### config.mk
export PLATFORM = sky130hd
export DESIGN_NAME = mem_bus_arbiter
export DESIGN_NICKNAME = d
export VERILOG_FILES = /design/src/rtl/mem_arb_pkg.sv /design/src/rtl/mem_arb_pick.sv /design/src/rtl/mem_bus_arbiter.sv
export SDC_FILE = /design/constraint.sdc
export NUM_CORES = 1
export LEC_CHECK = 0
export CAP_MARGIN = 0
export CORE_AREA = 2 2 127 129
export DETAILED_ROUTE_END_ITERATION = 6
export DIE_AREA = 0 0 129 131
export GPL_ROUTABILITY_DRIVEN = 0
export PLACE_DENSITY = 0.51
export SLEW_MARGIN = 20
export SYNTH_ARGS = -nofsm -noshare
export SYNTH_HDL_FRONTEND = slang
export SYNTH_SLANG_ARGS = --single-unit
export TNS_END_PERCENT = 5
### constraint.sdc
create_clock -name CLK -period 4.2 [get_ports CLK]
set_input_delay 0.84 -clock CLK [delete_from_list [all_inputs] [get_ports CLK]]
set_output_delay 0.84 -clock CLK [all_outputs]
set_load 0.05 [all_outputs]
### src/rtl/mem_arb_pkg.sv
// ---------------------------------------------------------------------------
// mem_arb_pkg
// Shared types and constants for the two-master memory bus arbiter.
//   arb_state_t : ownership state (IDLE, OWN_M0, OWN_M1)
//   M0 / M1     : master index constants used for 'last', read owner and winner
//   LOCK_CNT_W  : width of the locked-burst grant counter
// ---------------------------------------------------------------------------
package mem_arb_pkg;

    typedef enum logic [1:0] {
        IDLE   = 2'd0,
        OWN_M0 = 2'd1,
        OWN_M1 = 2'd2
    } arb_state_t;

    localparam logic M0 = 1'b0;
    localparam logic M1 = 1'b1;

    localparam int LOCK_CNT_W = 8;

endpackage

### src/rtl/mem_arb_pick.sv
// ---------------------------------------------------------------------------
// mem_arb_pick
// Purely combinational winner select for the two-master arbiter.
// Build option: MEM_ARB_ROUND_ROBIN_EN
//   defined   : simultaneous requests alternate (master != last wins)
//   undefined : M0 has fixed priority over M1
// Ports
//   i_req0, i_req1 : master requests
//   i_last         : master granted most recently
//   i_state        : current ownership state
//   i_forced       : lock counter expired; the non-owner gets priority
//   o_valid        : some master wins this cycle (before busy/reset gating)
//   o_winner       : winning master index (M0/M1)
// ---------------------------------------------------------------------------
module mem_arb_pick
    import mem_arb_pkg::*;
(
    input  logic       i_req0,
    input  logic       i_req1,
    input  logic       i_last,
    input  arb_state_t i_state,
    input  logic       i_forced,
    output logic       o_valid,
    output logic       o_winner
);

    logic w_owner;
    logic w_owner_req;
    logic w_both_pick;

    // NOTE: every always_comb output gets a default first so no path can infer a latch.
    always_comb begin
        o_valid     = 1'b0;
        o_winner    = M0;
        w_owner     = (i_state == OWN_M1) ? M1 : M0;
        w_owner_req = (w_owner == M1) ? i_req1 : i_req0;
`ifdef MEM_ARB_ROUND_ROBIN_EN
        w_both_pick = ~i_last;
`else
        w_both_pick = M0;
`endif
        if ((i_state != IDLE) && !i_forced && w_owner_req) begin
            // Locked burst in progress: the owner alone may be granted.
            o_valid  = 1'b1;
            o_winner = w_owner;
        end else if (i_req0 && i_req1) begin
            // An expired lock hands the contested bus to the other master.
            o_valid  = 1'b1;
            o_winner = i_forced ? ~w_owner : w_both_pick;
        end else if (i_req0) begin
            o_valid  = 1'b1;
            o_winner = M0;
        end else if (i_req1) begin
            o_valid  = 1'b1;
            o_winner = M1;
        end
    end

endmodule

### src/rtl/mem_bus_arbiter.sv
// ---------------------------------------------------------------------------
// mem_bus_arbiter
// Merges CPU (M0) and DMA (M1) accesses onto the single memory_controller
// port. Grants are combinational in the request cycle; read data returns one
// cycle later and is routed to the master that issued the read. A master may
// lock the bus for up to LOCK_MAX consecutive grants.
// Build option: MEM_ARB_ROUND_ROBIN_EN (see mem_arb_pick) selects
// alternating instead of M0-fixed priority for simultaneous requests.
// Ports
//   CLK, RSTb                    : clock, synchronous active-low reset
//   Mx_REQ/WR/LOCK/ADDR/WDATA    : master request side (x = 0, 1)
//   Mx_GNT                       : access accepted this cycle
//   Mx_RVALID/RDATA              : read return, cycle after the read grant
//   ADDRESS/DATA_IN/memWR/memRD  : to memory_controller
//   memBUSY                      : controller busy, blocks all grants
//   DATA_OUT                     : controller read data
// ---------------------------------------------------------------------------
module mem_bus_arbiter
    import mem_arb_pkg::*;
#(
    parameter int BITS         = 16,
    parameter int ADDRESS_BITS = 16,
    parameter int LOCK_MAX     = 8
) (
    input  logic                    CLK,
    input  logic                    RSTb,
    input  logic                    M0_REQ,
    input  logic                    M0_WR,
    input  logic                    M0_LOCK,
    input  logic [ADDRESS_BITS-1:0] M0_ADDR,
    input  logic [BITS-1:0]         M0_WDATA,
    output logic                    M0_GNT,
    output logic                    M0_RVALID,
    output logic [BITS-1:0]         M0_RDATA,
    input  logic                    M1_REQ,
    input  logic                    M1_WR,
    input  logic                    M1_LOCK,
    input  logic [ADDRESS_BITS-1:0] M1_ADDR,
    input  logic [BITS-1:0]         M1_WDATA,
    output logic                    M1_GNT,
    output logic                    M1_RVALID,
    output logic [BITS-1:0]         M1_RDATA,
    output logic [ADDRESS_BITS-1:0] ADDRESS,
    output logic [BITS-1:0]         DATA_IN,
    output logic                    memWR,
    output logic                    memRD,
    input  logic                    memBUSY,
    input  logic [BITS-1:0]         DATA_OUT
);

    localparam logic [LOCK_CNT_W-1:0] LOCK_MAX_C = LOCK_CNT_W'(LOCK_MAX);

    arb_state_t              r_state;
    logic [LOCK_CNT_W-1:0]   r_lock_cnt;
    logic                    r_last;
    logic [ADDRESS_BITS-1:0] r_addr;
    logic [BITS-1:0]         r_wdata;
    logic                    r_rd_pending;
    logic                    r_rd_owner;
    logic [BITS-1:0]         r_rdata0;
    logic [BITS-1:0]         r_rdata1;

    arb_state_t              w_next_state;
    arb_state_t              w_win_own_state;
    logic [LOCK_CNT_W-1:0]   w_next_cnt;
    logic                    w_owner_req;
    logic                    w_forced;
    logic                    w_pick_valid;
    logic                    w_pick_winner;
    logic                    w_gnt;
    logic                    w_win_wr;
    logic                    w_win_lock;
    logic [ADDRESS_BITS-1:0] w_win_addr;
    logic [BITS-1:0]         w_win_wdata;
    logic                    w_rvalid0;
    logic                    w_rvalid1;

    // Owner's request; only meaningful outside IDLE.
    assign w_owner_req = (r_state == OWN_M1) ? M1_REQ : M0_REQ;
    assign w_forced    = (r_state != IDLE) && (r_lock_cnt == LOCK_MAX_C);

    mem_arb_pick u_pick (
        .i_req0   (M0_REQ),
        .i_req1   (M1_REQ),
        .i_last   (r_last),
        .i_state  (r_state),
        .i_forced (w_forced),
        .o_valid  (w_pick_valid),
        .o_winner (w_pick_winner)
    );

    // Reset and busy both suppress the grant so no strobe escapes in those cycles.
    assign w_gnt           = w_pick_valid && !memBUSY && RSTb;
    assign w_win_wr        = (w_pick_winner == M1) ? M1_WR    : M0_WR;
    assign w_win_lock      = (w_pick_winner == M1) ? M1_LOCK  : M0_LOCK;
    assign w_win_addr      = (w_pick_winner == M1) ? M1_ADDR  : M0_ADDR;
    assign w_win_wdata     = (w_pick_winner == M1) ? M1_WDATA : M0_WDATA;
    assign w_win_own_state = (w_pick_winner == M1) ? OWN_M1   : OWN_M0;

    // A pending read is dropped while reset is asserted.
    assign w_rvalid0 = RSTb && r_rd_pending && (r_rd_owner == M0);
    assign w_rvalid1 = RSTb && r_rd_pending && (r_rd_owner == M1);

    // -------- FSM: state register --------
    // NOTE: sequential state uses non-blocking assignments so every flop samples pre-edge values.
    always_ff @(posedge CLK) begin
        if (!RSTb) begin
            r_state    <= IDLE;
            r_lock_cnt <= '0;
        end else begin
            r_state    <= w_next_state;
            r_lock_cnt <= w_next_cnt;
        end
    end

    // -------- FSM: next state --------
    // The grant that opens a locked burst counts as its first grant, so the
    // owner gets exactly LOCK_MAX grants before a forced release.
    always_comb begin
        w_next_state = r_state;
        w_next_cnt   = r_lock_cnt;
        if (w_gnt) begin
            if (w_win_lock) begin
                if ((r_state == w_win_own_state) && !w_forced) begin
                    w_next_cnt = (r_lock_cnt == LOCK_MAX_C) ? r_lock_cnt
                                                            : r_lock_cnt + LOCK_CNT_W'(1);
                end else begin
                    w_next_state = w_win_own_state;
                    w_next_cnt   = LOCK_CNT_W'(1);
                end
            end else begin
                w_next_state = IDLE;
                w_next_cnt   = '0;
            end
        end else if ((r_state != IDLE) && !w_owner_req) begin
            // Owner went away while nothing could be granted (e.g. busy).
            w_next_state = IDLE;
            w_next_cnt   = '0;
        end
    end

    // -------- FSM: outputs --------
    always_comb begin
        M0_GNT    = w_gnt && (w_pick_winner == M0);
        M1_GNT    = w_gnt && (w_pick_winner == M1);
        memWR     = w_gnt && w_win_wr;
        memRD     = w_gnt && !w_win_wr;
        ADDRESS   = w_gnt ? w_win_addr  : r_addr;
        DATA_IN   = w_gnt ? w_win_wdata : r_wdata;
        M0_RVALID = w_rvalid0;
        M1_RVALID = w_rvalid1;
        M0_RDATA  = w_rvalid0 ? DATA_OUT : r_rdata0;
        M1_RDATA  = w_rvalid1 ? DATA_OUT : r_rdata1;
    end

    // -------- Datapath registers --------
    always_ff @(posedge CLK) begin
        if (!RSTb) begin
            r_last       <= M1;
            r_addr       <= '0;
            r_wdata      <= '0;
            r_rd_pending <= 1'b0;
            r_rd_owner   <= M0;
            r_rdata0     <= '0;
            r_rdata1     <= '0;
        end else begin
            if (w_gnt) begin
                r_last  <= w_pick_winner;
                r_addr  <= w_win_addr;
                r_wdata <= w_win_wdata;
            end
            r_rd_pending <= w_gnt && !w_win_wr;
            r_rd_owner   <= w_pick_winner;
            if (w_rvalid0) r_rdata0 <= DATA_OUT;
            if (w_rvalid1) r_rdata1 <= DATA_OUT;
        end
    end

endmodule

After elaboration in Yosys (flattened, before gate mapping)
Cells that the tools add are included.
{ "word_totals": {"wordCells": 69, "latchBits": 0, "reg_bits": 76, "mem_bits_ro": 0, "ramBits": 0, "mem_count": 0, "in_bits": 89} }
{ "classes": {"magnitude_cmp": 0, "div_mod_pow": 0, "n_mux": 29, "n_reduce_logical": 23, "n_addsub": 1, "multipliers": 0, "n_bitwise": 3, "shift": 0, "eq_ne": 5} }
{ "op_table": {"columns": ["cell", "count"], "rows": [
  ["$mux 16", 6],
  ["$mux 8", 5],
  ["$logic_and 1x1->1", 15],
  ["$mux 1", 13],
  ["$mux 2", 5],
  ["$add 8x1->8 const B", 1],
  ["$eq 8x4->1 const B", 1],
  ["$logic_not 1->1", 4],
  ["$ne 4x4->1 const B", 1],
  ["$reduce_and 2->1", 2],
  ["$reduce_bool 2->1", 2],
  ["$ne 3x3->1 const B", 1],
  ["$not 1->1", 3],
  ["$eq 2x2->1", 1],
  ["$eq 2x2->1 const B", 1]
]} }

Logic depth before layout (Yosys ltp)
{ "logic_depth": {"depth_word": 12, "mapped_depth": 10} }

Modules after synthesis
Synthesis repeated with hierarchy kept, for this count alone.
{ "unflattened": {"cells_unflattened": 374, "area_unflattened_um2": 3528.4} }
{ "by_module_without_submodules": {"columns": ["mod", "instances", "seq_area_each_um2", "cells_each", "area_per_inst_um2"], "rows": [
  ["mem_bus_arbiter", 1, 1541.5, 369, 3490.8],
  ["mem_arb_pick", 1, 0.0, 5, 37.5]
]} }

Worst setup path after synthesis
No wires, ideal clock.
{ "synth_path": {"kind": "input-to-output", "from": "input port RSTb", "to": "output port ADDRESS[0]", "arrival_time_ps": 2689, "slack_ps": 671, "cell_stages": 6, "cell_sequence": "clkbuf_1 > clkinv_1 > nor3_2 > clkbuf_1 > nor2_1 > a21oi_1"} }
{ "synth_via": {"elab_chain_len": 2} }
{ "synth_rtl": {"columns": ["item", "line_no", "source"], "rows": [
  ["start: declaration", "mem_bus_arbiter.sv:26", "input logic RSTb,"],
  ["$logic_and 1x1->1", "mem_bus_arbiter.sv:93", "assign w_gnt = w_pick_valid && !memBUSY && RSTb;"],
  ["$mux 16", null, null],
  ["end: declaration", "mem_bus_arbiter.sv:43", "output logic [ADDRESS_BITS-1:0] ADDRESS,"]
]} }
Every way passes these cells.

Worst setup path after layout
{ "layout_path": {"from": "register r_lock_cnt[0]", "to": "output port DATA_IN[3]"} }
{ "layout_via": {"elab_chain_len": 9, "word_cells_on_any_way": 13} }
{ "layout_rtl": {"columns": ["item", "line_no", "source"], "rows": [
  ["start: declaration", "mem_bus_arbiter.sv:54", "logic [LOCK_CNT_W-1:0] r_lock_cnt;"],
  ["start signal: assignment", "mem_bus_arbiter.sv:112", "r_lock_cnt <= w_next_cnt;"],
  ["$eq 8x4->1 *", "mem_bus_arbiter.sv:80", "assign w_forced = (r_state != IDLE) && (r_lock_cnt == LOCK_MAX_C);"],
  ["$logic_and 1x1->1 *", "mem_bus_arbiter.sv:80", null],
  ["$logic_not 1->1", "mem_arb_pick.sv:42", "if ((i_state != IDLE) && !i_forced && w_owner_req) begin"],
  ["$logic_and 1x1->1 (2 in series)", "mem_arb_pick.sv:42", null],
  ["$mux 1", "mem_arb_pick.sv:42", null],
  ["$logic_and 1x1->1 (2 in series)", "mem_bus_arbiter.sv:93", null],
  ["$mux 16 *", null, null],
  ["end: declaration", "mem_bus_arbiter.sv:44", "output logic [BITS-1:0] DATA_IN,"]
]} }
Every way passes the cells marked *; elsewhere a longest branch is shown, timed or not.

==> impl_metrics.py <==
metrics = {
    "outcome": {
        "status": "finished clean",
    },
    "power_and_ir_drop": {
        "ir_drop_mv": 0.1667,
        "internal_power_mw": 1.486,
        "p_sw_share_pct": 27.81,
        "power.share.combinational_pct": 26.3,
        "p_leak_nw": 2.690,
        "p_per_area_mw_per_mm2": 327.7,
        "p_seq_share_pct": 36.6,
        "pwr-share-clk_pct": 37.1,
        "power.total_mw": 2.058,
        "p_switching_mw": 0.5722,
    },
    "global_route": {
        "grt_overflow": 0,
        "grt_pass1_vias": 3336,
        "grt_util_all_layers_pct": 12.67,
        "antenna_found_initial": 0,
        "grt_pass1_wl_um": 16530,
        "grt_max_degree": 69,
    },
    "floorplanning": {
        "die_w_um": 129,
        "die_h_um": 131,
        "die_area_mm2": 0.01690,
        "start_util_pct": 22.42,
        "core_area_mm2": 0.01560,
        "ios": 159,
        "rows": 46,
    },
    "finish": {
        "n_fill_cell": 1579,
        "area_delta_synth_final_pct": 79.57,
        "antenna_cells": 0,
        "nets": 648,
        "layout-drive-gt1-share_pct": 19.61,
        "final_util_pct": 40.26,
    },
    "clocking": {
        "cts_buffer_depth": 2,
        "clk_pin_slew_ns": 0.05,
        "cts_root_buf": "clkbuf_16",
        "htreeDepth": 3,
        "insertion_delay_ns": 0.34,
        "cts_buffers": 9,
        "cts_resized": 0,
        "cts_tree": "done",
        "clock_sinks": 76,
        "cts_setup_buffers": 0,
        "cts_hold_buffers": 0,
    },
    "sta": {
        "worst_slew_pin_slew_ns": 0.5888,
        "finalClockSkew_ns": 0.009372,
        "worst_slack_ns": 0.4512,
        "fin_crit_ns": 3.749,
        "timing.final.crit_share_pct": 89.26,
        "rsz0062_at_grt": "no",
        "fin_tns_setup_ns": 0,
        "finalSetupViolCount": 0,
        "maxSlewViolCount": 0,
        "hold_viol": 0,
        "holdWs_ns": 0.5025,
        "max_freq_mhz": 266.8,
        "slew_headroom_pct": 60.74,
    },
    "yosys": {
        "syn_nets": 497,
        "synth_commonest_cells": "dfxtp_1, and2_1, nand2_1",
        "yosys.area.top_type": "dfxtp_1",
        "synth.ff_latch_count": 76,
        "yosysSeqAreaShare_pct": 43.51,
        "ys_top_cells_by_area": "dfxtp_1, and2_1, mux2i_1",
        "yosysWarnings": 0,
        "synth-main-ff-cell": "dfxtp_1",
        "syn_area_mm2": 0.003497,
        "ys_async_sr_fraction_pct": 0,
        "synth_edf_count": 0,
        "synth_top_cell_area_share_pct": 43.51,
        "yosysMostFrequentCell": "dfxtp_1",
        "syn-mean-instance-area_um2": 8.614,
        "synthCells": 406,
        "yosysUniqueCellTypes": 38,
    },
    "critical_path": {
        "required_ns": 3.36,
        "path_delay_family": "compound AO/OA/AOI/OAI gates",
        "cp_slowest_stage_delay_ns": 0.48,
        "crit_path_end_kind": "primary output",
        "critPathSlowestCell": "or4b_4",
        "path_common_cell": "buf_12",
        "crit_buf_inv": 3,
        "path_cells": "inv_1 -> ha_1 -> or4b_4 -> o31a_1 -> a21o_2 -> buf_12 -> mux2i_1 -> a21oi_1 -> buf_12",
        "crit_path_start_kind": "flop",
        "crit_type": "reg -> out",
        "crit_fanout": 27,
        "arrival_ns": 2.91,
    },
    "detailed_routing": {
        "wl_per_cell_um": 13.40,
        "firstDrtPassIters": 4,
        "drcViolationCount": 0,
        "vias": 3290,
        "via_per_inst": 4.234,
        "ant_nets": 0,
        "totalWireLength_um": 10410,
        "drt-initial-drc-count": 115,
    },
    "min_path": {
        "hold_class": "reg -> reg",
    },
    "place": {
        "hpwl_um": 7686,
        "io_buffers": 158,
        "pre_cts_ws_ns": 0.6103,
    },
    "job": {
        "drv_cap": 0,
    },
}
[registers in the layout, summed over array words and instances, names as in the netlist]
register,flops
r_addr,16
r_rdata0,16
r_rdata1,16
r_wdata,16
r_lock_cnt,8
r_state,2
r_rd_owner,1
r_rd_pending,1
[stage by stage]
stage	std cells	instance area, um^2
2_1_floorplan	406	3497
5_1_grt	777	6280
4_1_cts	777	6280
3_3_place_gp	762	5995
6_report	777	6280
3_5_place_dp	762	5995
[cell families after synthesis]
kind of cell,synth area share (%)
AND/OR/NAND/NOR,27.41
flip-flops,43.51
AO/OA/AOI/OAI,9.160
multiplexers,14.60
buffers and inverters,4.616
adder cells (fa/ha/maj),0.7154
[routing by layer]
| metal | track usage [%] | share of wire, % | wire, um | up-vias |
|---|---|---|---|---|
| li1 | - | - | - | 1660 |
| met1 | 14.09 | 42 | 4327 | 1493 |
| met2 | 21.26 | 47 | 4913 | 126 |
| met3 | 5.415 | 9.5 | 993 | 11 |
| met4 | 5.563 | 1.7 | 174 | 0 |
| met5 | 0 | 0 | 0 | - |
[worst min-delay path, cell delays in order (launching register included)]
cell and delay [ns]:
dfxtp_1 0.32, inv_1 0.07, o22ai_1 0.06
[layout by cell type, fill, tap and decap left out, types with 2 or more instances in the layout]
cell type | Yosys | final
clkdlybuf4s50_1 | 0 | 87
dfxtp_1 | 76 | 76
buf_12 | 0 | 72
and2_1 | 66 | 66
nand2_1 | 55 | 55
nor2_1 | 42 | 42
mux2i_1 | 33 | 33
a21oi_1 | 33 | 33
mux2_2 | 16 | 16
nand3_1 | 10 | 10
clkbuf_16 | 0 | 9
inv_1 | 7 | 7
a31oi_1 | 5 | 5
and3_1 | 4 | 4
a32oi_1 | 4 | 4
nand4_1 | 4 | 4
buf_4 | 1 | 4
o22ai_1 | 3 | 3
clkbuf_1 | 16 | 3
clkinv_1 | 2 | 2
o21ai_0 | 2 | 2
o21ai_1 | 2 | 2
ha_1 | 2 | 2
[power by group through the flow]
stage | clock (mW) | combinational (mW) | sequential [mW]
3_3_place_gp | 0 | 0.542 | 0.769
3_5_place_dp | 0 | 0.545 | 0.769
5_1_grt | 0.819 | 0.573 | 0.756
6_report | 0.763 | 0.541 | 0.754
2_1_floorplan | 0 | 0.257 | 0.768
4_1_cts | 0.797 | 0.547 | 0.754
[layout make-up]
class	count	area (um^2)	share of cell area (%)
flip-flops and latches	76	1521	24.23
clock inverters	2	35.03	0.5579
multi-input cells	297	1822	29.01
inverters	9	33.78	0.5380
well taps	216	270.3	4.304
repair buffers	164	2347	37.38
clock buffers	13	250.2	3.985
[path summary, 6_finish.rpt]
check           startpoint            end  slack, ns  depth (start not counted)
max          r_lock_cnt[0]     DATA_IN[3]       0.45                          9
min          r_lock_cnt[6]  r_lock_cnt[6]       0.50                          2
max reg2reg  r_lock_cnt[0]  r_lock_cnt[4]       1.53                          8
min reg2reg  r_lock_cnt[6]  r_lock_cnt[6]       0.50                          2
Note: power is estimated with default switching activity, not from simulation.
